File: src/rtl/rc_pulse_gen.sv
// RC servo/ESC PWM generator: signed 10-bit command -> 1 us/LSB pulse around CENTER_US,
// fixed frame period, width updates only at frame boundaries, neutral failsafe on silence.
module rc_pulse_gen #(
    parameter int unsigned PREDIV          = 50,
    parameter int unsigned FRAME_US        = 20000,
    parameter int unsigned CENTER_US       = 1500,
    parameter int unsigned MIN_US          = 1000,
    parameter int unsigned MAX_US          = 2000,
    parameter int unsigned FAILSAFE_FRAMES = 25
) (
    input  logic       clk,
    input  logic       reset,
    input  logic       enable,
    input  logic [9:0] cmd,
    input  logic       cmd_valid,
    output logic       cmd_ack,
    output logic       pulse_out,
    output logic       frame_start,
    output logic       failsafe
);

    localparam int unsigned PreW  = (PREDIV > 1) ? $clog2(PREDIV) : 1;
    localparam int unsigned UsW   = $clog2(FRAME_US);
    localparam int unsigned MissW = $clog2(FAILSAFE_FRAMES + 1);
    localparam int unsigned SumW  = (UsW + 2 > 12) ? UsW + 2 : 12;

    localparam logic [PreW-1:0]         PreLast  = PreW'(PREDIV - 1);
    localparam logic [UsW-1:0]          UsLast   = UsW'(FRAME_US - 1);
    localparam logic [UsW-1:0]          CenterW  = UsW'(CENTER_US);
    localparam logic [UsW-1:0]          MinW     = UsW'(MIN_US);
    localparam logic [UsW-1:0]          MaxW     = UsW'(MAX_US);
    localparam logic [MissW-1:0]        MissMax  = MissW'(FAILSAFE_FRAMES);
    localparam logic signed [SumW-1:0]  CenterS  = SumW'(CENTER_US);
    localparam logic signed [SumW-1:0]  MinS     = SumW'(MIN_US);
    localparam logic signed [SumW-1:0]  MaxS     = SumW'(MAX_US);

    if (MAX_US >= FRAME_US) begin : g_bad_max
        $error("rc_pulse_gen: MAX_US must be below FRAME_US");
    end
    if (MIN_US < 1 || MIN_US > MAX_US) begin : g_bad_min
        $error("rc_pulse_gen: need 1 <= MIN_US <= MAX_US");
    end

    typedef enum logic [1:0] {StIdle, StHigh, StLow} state_e;

    state_e           state_q, state_d;
    logic [PreW-1:0]  pre_q, pre_d;
    logic [UsW-1:0]   us_q, us_d;
    logic [UsW-1:0]   pending_q, pending_d;
    logic [UsW-1:0]   active_q, active_d;
    logic [MissW-1:0] miss_q, miss_d;
    logic             failsafe_q, failsafe_d;
    logic             ack_q, ack_d;
    logic             fstart_q, fstart_d;
    logic             pulse_q, pulse_d;

    logic                  tick, boundary;
    logic signed [SumW-1:0] sum_w;
    logic [UsW-1:0]        clamp_w;

    always_comb begin
        tick     = (pre_q == PreLast);
        boundary = tick && (us_q == UsLast);
        pre_d    = tick ? '0 : pre_q + 1'b1;
        us_d     = us_q;
        if (tick) begin
            us_d = (us_q == UsLast) ? '0 : us_q + 1'b1;
        end
    end

    // Sign-extended sum is wide enough that no command can wrap past the clamps.
    always_comb begin
        sum_w   = CenterS + $signed({{(SumW - 10){cmd[9]}}, cmd});
        clamp_w = sum_w[UsW-1:0];
        if (sum_w < MinS) begin
            clamp_w = MinW;
        end else if (sum_w > MaxS) begin
            clamp_w = MaxW;
        end
    end

    always_comb begin
        pending_d  = pending_q;
        active_d   = active_q;
        miss_d     = miss_q;
        failsafe_d = failsafe_q;
        ack_d      = cmd_valid;
        fstart_d   = boundary;
        if (boundary) begin
            active_d = failsafe_q ? CenterW : pending_q;
        end
        if (cmd_valid) begin
            pending_d  = clamp_w;
            miss_d     = '0;
            failsafe_d = 1'b0;
        end else if (boundary) begin
            if (miss_q != MissMax) begin
                miss_d = miss_q + 1'b1;
            end
            if (miss_d == MissMax) begin
                failsafe_d = 1'b1;
            end
        end
    end

    // HIGH ignores enable so a dropped enable never truncates a pulse in flight.
    always_comb begin
        state_d = state_q;
        unique case (state_q)
            StIdle: if (boundary && enable) state_d = StHigh;
            StHigh: if (tick && us_q == active_q - 1'b1) state_d = StLow;
            StLow:  if (boundary) state_d = enable ? StHigh : StIdle;
            default: state_d = StIdle;
        endcase
        pulse_d = (state_d == StHigh);
    end

    always_ff @(posedge clk or posedge reset) begin
        if (reset) begin
            state_q    <= StIdle;
            pre_q      <= '0;
            us_q       <= '0;
            pending_q  <= CenterW;
            active_q   <= CenterW;
            miss_q     <= '0;
            failsafe_q <= 1'b1;
            ack_q      <= 1'b0;
            fstart_q   <= 1'b0;
            pulse_q    <= 1'b0;
        end else begin
            state_q    <= state_d;
            pre_q      <= pre_d;
            us_q       <= us_d;
            pending_q  <= pending_d;
            active_q   <= active_d;
            miss_q     <= miss_d;
            failsafe_q <= failsafe_d;
            ack_q      <= ack_d;
            fstart_q   <= fstart_d;
            pulse_q    <= pulse_d;
        end
    end

    assign cmd_ack     = ack_q;
    assign pulse_out   = pulse_q;
    assign frame_start = fstart_q;
    assign failsafe    = failsafe_q;

endmodule
File: config.mk
export PLATFORM = sky130hd
export DESIGN_NAME = rc_pulse_gen
export DESIGN_NICKNAME = d
export VERILOG_FILES = /design/src/rtl/rc_pulse_gen.sv
export SDC_FILE = /design/constraint.sdc
export NUM_CORES = 1
export LEC_CHECK = 0
export ABC_AREA = 1
export BUFFER_PORTS_ARGS = -buffer_cell sky130_fd_sc_hd__buf_2
export CAP_MARGIN = 20
export CELL_PAD_IN_SITES_DETAIL_PLACEMENT = 1
export CELL_PAD_IN_SITES_GLOBAL_PLACEMENT = 1
export CORE_UTILIZATION = 30
export CTS_BUF_LIST = sky130_fd_sc_hd__clkbuf_8
export DETAILED_ROUTE_END_ITERATION = 6
export HOLD_SLACK_MARGIN = 0.06
export PLACE_DENSITY_LB_ADDON = 0.1
export SLEW_MARGIN = 10
export SYNTH_ARGS = -nofsm -noshare
export SYNTH_HDL_FRONTEND = slang
export SYNTH_SLANG_ARGS = --single-unit
File: constraint.sdc
create_clock -name clk -period 2.4 [get_ports clk]
set_clock_uncertainty 0.15 [all_clocks]
set_input_delay 0.12 -clock clk [delete_from_list [all_inputs] [get_ports clk]]
set_output_delay 0.12 -clock clk [all_outputs]
set_load 0.01 [all_outputs]
==> summary.txt, run 1 <==
Setup path
  – Worst Path Buf+Inv: 2
  – Critical Path AT: 2.19 ns
  – Crit-path max cell delay: 0.42 ns
  – Crit-path cells: inv_2, ha_1, nand2_1, nor2_1, inv_1, nand3_1, o21ai_0, nor2_1, nand2_1, nor2_1, nand2_1, nand2_1, nand2_1
  – Worst setup path category: reg -> reg
  – Family with the most delay on the worst path: simple AND/OR/NAND/NOR gates
  – Nature of the critical path endpoint: flop
  – Crit path max-delay cell type: dfrtp_1
  – CP startpoint kind: flop
  – CP dominant cell by count: nand2_1
  – Max Fanout on Critical Path: 5
  – CP Data Required Time: 2.45 ns

Yosys
  – Avg Inst Size Synth: 7.80 sq um
  – Synth warn: 0
  – Async set or reset register ratio after synthesis: 100%
  – Syn nets: 443
  – Mapped Cells: 422
  – EDFF count, synth: 0
  – Syn Std Cell Area: 3290 sq um
  – Synth cell types: 42
  – Post-synthesis sequential area ratio: 41.6%
  – Top_reg_cell synth: dfrtp_1
  – Number of synthesized register bits: 54

Global routing
  – Total global routing track utilization: 16.7%
  – Vias in the first global route: 3005
  – First-pass GRT wire length: 14.9 mm
  – Pin count of the biggest net entering global routing: 27
  – Grt ovf: 0
  – Initial antenna violation count: 0

Timing
  – Period minus WS final: 2.14 ns
  – Maximum clock frequency: 468 MHz
  – RSZ-0062 raised after global routing: false
  – Max Slew Vio Count: 0
  – Period utilisation layout: 89.1%
  – Slew HR: 62.9%
  – Worst-Margin Slew: 0.556 ns
  – Count of final setup violators: 0
  – Final Hold Fails: 0
  – Final WS setup: 0.262 ns
  – Setup_tns: 0 ns

Power
  – Pwr/cell area: 444 nW/um^2
  – Clock power frac: 36.0%
  – Sequential cell fraction of total power: 56.6%
  – Leakage power: 1.82 nW
  – Total power: 1.69 mW
  – Sw frac: 23.1%
  – Switch Pwr: 0.389 mW
  – P_int: 1.30 mW
  – Logic gate share of total power: 7.4%
  – Worst vdd ir: 0.249 mV

Clock network
  – H-tree Lvls: 2
  – TritonCTS Buffers: 5
  – Clock sinks: 54
  – Number of setup buffers added after CTS: 0
  – Clock Latency Late Sink: 0.30 ns
  – CTS clk-pin slew, worst paths: 0.10 ns
  – Longest Clk Path Bufs: 2
  – Clock Tree Root: clkbuf_8
  – Cts hold-fix bufs: 13
  – CTS tree: done
  – Post_cts resized: 0

Route
  – Drt wl/cell: 14.5 microns
  – Total routed wirelength: 8.68 mm
  – Number of remaining DRC errors: 0
  – Vias: 2855
  – Routed Antenna Nets: 0
  – Initial DRC Count: 63
  – Vias per Instance: 4.78
  – Drt pass-1 iters: 4

Outcome
  – Outcome: finished clean

Finish
  – Fin nets: 481
  – Multi-input combinational cell area: 1670 sq um
  – Register area: 1370 sq um
  – Filler instances: 1334
  – Area Overhead vs Synth: 15.4%
  – Layout cells sized above 1: 18.4%
  – Most frequent cells in the layout: nand2_1 (105), inv_1 (49), nor2_1 (45)
  – Most common library cell in the layout ignoring fill and taps: nand2_1
  – Antenna cells: 0

Floorplanning
  – Row count: 37
  – Ports: 18
  – DIE HEIGHT: 107 microns
  – Die area: 11400 sq um
  – Core ar.: 10500 sq um
  – Horiz. Die Dim: 107 microns
  – Initial core utilization: 31.5%

Job
  – Max-cap viol count: 0

Placed design
  – Routability congestion estimate: 0.805
  – Pre-CTS WS: 0.244 ns
  – IO buf count: 17
  – Final HPWL DP: 6.95 mm

Min path
  – Hold Crit Class: in -> reg
==> through the flow <==
stage | hold WS, ns | std cells | util [%] | area, sq um
floorplan | 0.00143 | 422 | - | 3290
global placement | 0.0577 | 576 | 34.0 | 3560
detailed placement | 0.0642 | 576 | 34.0 | 3560
CTS | 0.128 | 597 | 36.3 | 3800
global route | 0.181 | 597 | 36.3 | 3800
finish | 0.131 | 597 | 36.3 | 3800
==> power by group through the flow <==
stage	clock network [mW]	logic, mW	registers [mW]
detailed placement	0	0.110	0.972
finish	0.608	0.124	0.955
global placement	0	0.108	0.971
global route	0.667	0.145	0.959
CTS	0.635	0.128	0.955
floorplan	0	0.0692	0.967
==> kinds of logic (layout without fill, tap and decap cells) <==
group	count (synthesis)	in the layout	share of synthesized area, %
and+or+nand+nor	234	234	34.5
buffers and inverters	64	103	7.64
DFF	54	54	41.6
AOI/OAI and AO/OA	50	50	8.86
xor gates and xnor gates	13	13	4.71
adders and majority gates	7	7	2.66
==> layer usage <==
layer	up-vias	GRT usage [%]	share of wire, %
li1	1433	-	-
met1	1388	21.0	47
met2	27	30.5	51
met3	7	2.07	1.4
met4	0	3.52	0.99
met5	-	0	0
==> sequential cells by signal, indices dropped and copies added, names as in the netlist <==
name         cells
us_q            15
miss_q           5
failsafe         1
active_q        11
state_q          2
frame_start      1
pulse_out        1
pending_q       11
pre_q            6
cmd_ack          1
==> layout make-up <==
| cell class | count | area share [%] |
|---|---|---|
| timing repair buffer | 35 | 6.66 |
| tap | 136 | 4.48 |
| inverter | 60 | 5.96 |
| clock inverter | 3 | 1.05 |
| multi-input combinational | 304 | 44.0 |
| clock buffer | 5 | 1.81 |
| sequential | 54 | 36.1 |
==> synthesized netlist by cell type (all sizes together) (7+ instances only) <==
| library cell | n | share of area [%] |
|---|---|---|
| a21oi | 22 | 3.8 |
| ha | 7 | 2.7 |
| o21ai | 20 | 3.3 |
| inv | 58 | 6.6 |
| nand2 | 110 | 13 |
| dfrtp | 39 | 30 |
| xor2 | 8 | 2.1 |
| nand3 | 41 | 7.1 |
| nor2 | 53 | 7.3 |
| nor3 | 18 | 3.7 |
| dfstp | 15 | 12 |
==> path summary, 6_finish.rpt <==
kind                         startpoint            to  slack (ns)  cells past startpoint
max in group asynchronous         reset  pending_q[8]        1.15                      4
min in group asynchronous         reset   frame_start        0.26                      3
min reg2reg                pending_q[2]  pending_q[2]        0.33                      2
min                              cmd[4]  pending_q[4]        0.13                      6
max reg2reg                 active_q[0]    state_q[0]        0.26                     13
max                         active_q[0]    state_q[0]        0.26                     13
==> worst reg2reg max path: stages, from the launching register on <==
cell     delay [ns]
dfrtp_1        0.42
inv_2          0.09
ha_1           0.21
nand2_1        0.14
nor2_1         0.22
inv_1          0.09
nand3_1        0.09
o21ai_0        0.08
nor2_1         0.14
nand2_1        0.06
nor2_1         0.14
nand2_1        0.07
nand2_1        0.08
nand2_1        0.05
Power figures use the tool's default switching activity.
==> run 2: changes to the inputs <==
- BUFFER_PORTS_ARGS: -buffer_cell sky130_fd_sc_hd__buf_2 -> -buffer_cell sky130_fd_sc_hd__buf_4
- RECOVER_POWER: default -> 100
==> summary.txt, run 2 (synthesized netlist as in run 1, its figures left out) <==
Power
  – Leakage power: 1.82 nW (-0.35%)
  – Pwr/cell area: 431 nW/um^2 (-3.0%)
  – Worst vdd ir: 0.179 mV (-28%)

Clock network
  – Clock Latency Late Sink: 0.32 ns (+0.02 ns)
  – CTS clk-pin slew, worst paths: 0.11 ns (about the same)
  – Clock Tree Root: clkbuf_8
  – TritonCTS Buffers: 5 (unchanged)
  – H-tree Lvls: 2 (unchanged)
  – Clock sinks: 54 (unchanged)
  – CTS tree: done
  – Longest Clk Path Bufs: 2 (unchanged)

Floorplanning
  – Ports: 18 (unchanged)
  – Core ar.: 10500 sq um (unchanged)
  – Horiz. Die Dim: 107 microns (unchanged)
  – Row count: 37 (unchanged)
  – Die area: 11400 sq um (unchanged)
  – Initial core utilization: 31.5% (unchanged)
  – DIE HEIGHT: 107 microns (unchanged)

Finish
  – Area Overhead vs Synth: 15.4% (unchanged)
  – Fin nets: 485 (+0.83%)
  – Layout cells sized above 1: 15.5% (-3.0 points)
  – Most common library cell in the layout ignoring fill and taps: nand2_1
  – Registers with the most flip-flops: us_q (15), active_q (11), pending_q (11)
  – Largest reg by FF count: us_q
  – Antenna cells: 0 (unchanged)
  – Final core occ: 36.3% (unchanged)
  – Max reg flops: 15 (unchanged)
  – Most frequent cells in the layout: nand2_1 (106), inv_1 (51), nor2_1 (47)

Timing
  – RSZ-0062 raised after global routing: false
  – Worst-Margin Slew: 0.947 ns (+0.391 ns)
  – Period utilisation layout: 93.5% (+4.4 points)
  – Final Hold Fails: 0 (unchanged)
  – Max Slew Vio Count: 0 (unchanged)
  – Period minus WS final: 2.24 ns (+0.105 ns)
  – Setup_tns: 0 ns (unchanged)
  – Maximum clock frequency: 446 MHz (-4.7%)
  – Slew HR: 36.9% (-26 points)
  – Count of final setup violators: 0 (unchanged)
  – Final WS setup: 0.157 ns (-0.105 ns)

Route
  – Vias per Instance: 4.66 (-2.5%)
  – Number of remaining DRC errors: 0 (unchanged)
  – Routed Antenna Nets: 0 (unchanged)
  – Drt wl/cell: 13.8 microns (-5.1%)
  – Initial DRC Count: 65 (+3.2%)
  – Total routed wirelength: 8.29 mm (-4.5%)
  – Vias: 2803 (-1.8%)
  – Drt pass-1 iters: 4 (unchanged)

Global routing
  – Total global routing track utilization: 16.5% (-0.27 points)
  – Pin count of the biggest net entering global routing: 23 (-15%)
  – Vias in the first global route: 2994 (-0.37%)
  – First-pass GRT wire length: 14.7 mm (-1.1%)
  – Initial antenna violation count: 0 (unchanged)
  – Grt ovf: 0 (unchanged)

Setup path
  – CP Data Required Time: 2.52 ns (+0.07 ns)
  – CP startpoint kind: input pin
  – Critical Path AT: 2.37 ns (+0.18 ns)
  – Nature of the critical path endpoint: flop
  – Max Fanout on Critical Path: 3 (-2)
  – Worst setup path category: in -> reg

Placed design
  – Routability congestion estimate: 0.786 (-2.3%)
  – IO buf count: 17 (unchanged)
  – Final HPWL DP: 6.57 mm (-5.5%)
  – Pre-CTS WS: 0.274 ns (+0.0300 ns)

Outcome
  – Outcome: finished clean

Job
  – Max-cap viol count: 0 (unchanged)

Min path
  – Hold Crit Class: in -> reg
## run 2: cell types whose count changed in the layout (fill, tap and decap cells not counted), moves of 2 or more
cell           before  now
buf_2              17    0
buf_4               5   16
clkbuf_1            0    6
o21ai_0            11   14
o21ai_1             7    4
clkinv_2            3    1
clkinvlp_4          0    2
dlygate4sd3_1      13   15
inv_1              49   51
inv_2               9    7
nor2_1             45   47
nor2_4              4    2
## run 2: critical path, cell delays in order
cell,delay [ns]
dlygate4sd3_1,0.52
clkbuf_1,0.15
inv_1,0.05
nand2_1,0.07
nand2_1,0.09
nand2_1,0.07
nand2_1,0.06
dlygate4sd3_1,0.55
a31oi_1,0.12
dlygate4sd3_1,0.56
## run 2: through the flow
stage | power (mW) | hold slack, ns | cell area (sq um) | cells
2_1_floorplan | 1.04 | 0.00143 | 3290 | 422
3_3_place_gp | 1.09 | -0.0328 | 3600 | 576
3_5_place_dp | 1.09 | -0.0277 | 3600 | 576
4_1_cts | 1.67 | 0.109 | 3840 | 599
5_1_grt | 1.71 | 0.152 | 3800 | 601
6_report | 1.64 | 0.120 | 3800 | 601
## run 2: where the power goes
part	leakage (nW)	total, mW	internal, mW	switching, mW
combinational	1.11	0.135	0.0575	0.0771
sequential	0.666	0.954	0.941	0.0127
clock	0.0408	0.549	0.210	0.339
total	1.82	1.64	1.21	0.429
## run 2: layer usage
layer / vias up / global-route usage (%) / routed length, microns
met5: - / 0 / 0
met1: 1325 / 20.7 / 3930
li1: 1446 / - / -
met4: 0 / 4.79 / 112
met3: 10 / 2.61 / 147
met2: 22 / 28.9 / 4100
## run 2: layout make-up
type | instances | area [sq um]
fillers | 1322 | 6670
multi-input cells | 304 | 1630
flip-flops and latches | 54 | 1370
repair buffers | 39 | 305
inverters | 60 | 226
well taps | 136 | 170
clock buffers | 5 | 68.8
clock inverters | 3 | 23.8
## run 2: path summary, 6_finish.rpt
check / from / endpoint / slack, ns / cells past startpoint
worst max-delay path: cmd[4] / pending_q[8] / 0.16 / 10
worst min-delay path: cmd[3] / pending_q[3] / 0.12 / 6
worst max register to register: pre_q[1] / us_q[13] / 0.21 / 10
worst min register to register: pending_q[2] / pending_q[2] / 0.33 / 2
max in group asynchronous: reset / pending_q[5] / 0.56 / 4
min in group asynchronous: reset / active_q[1] / 0.28 / 3
## run 2: what timing repair did
| action | CTS | global route |
|---|---|---|
| gates resized for setup | 0 | 0 |
| hold buffers | 15 | 0 |
| setup endpoints to repair | 0 | 1 |
| hold endpoints to repair | 63 | 0 |
| setup buffers | 0 | 2 |
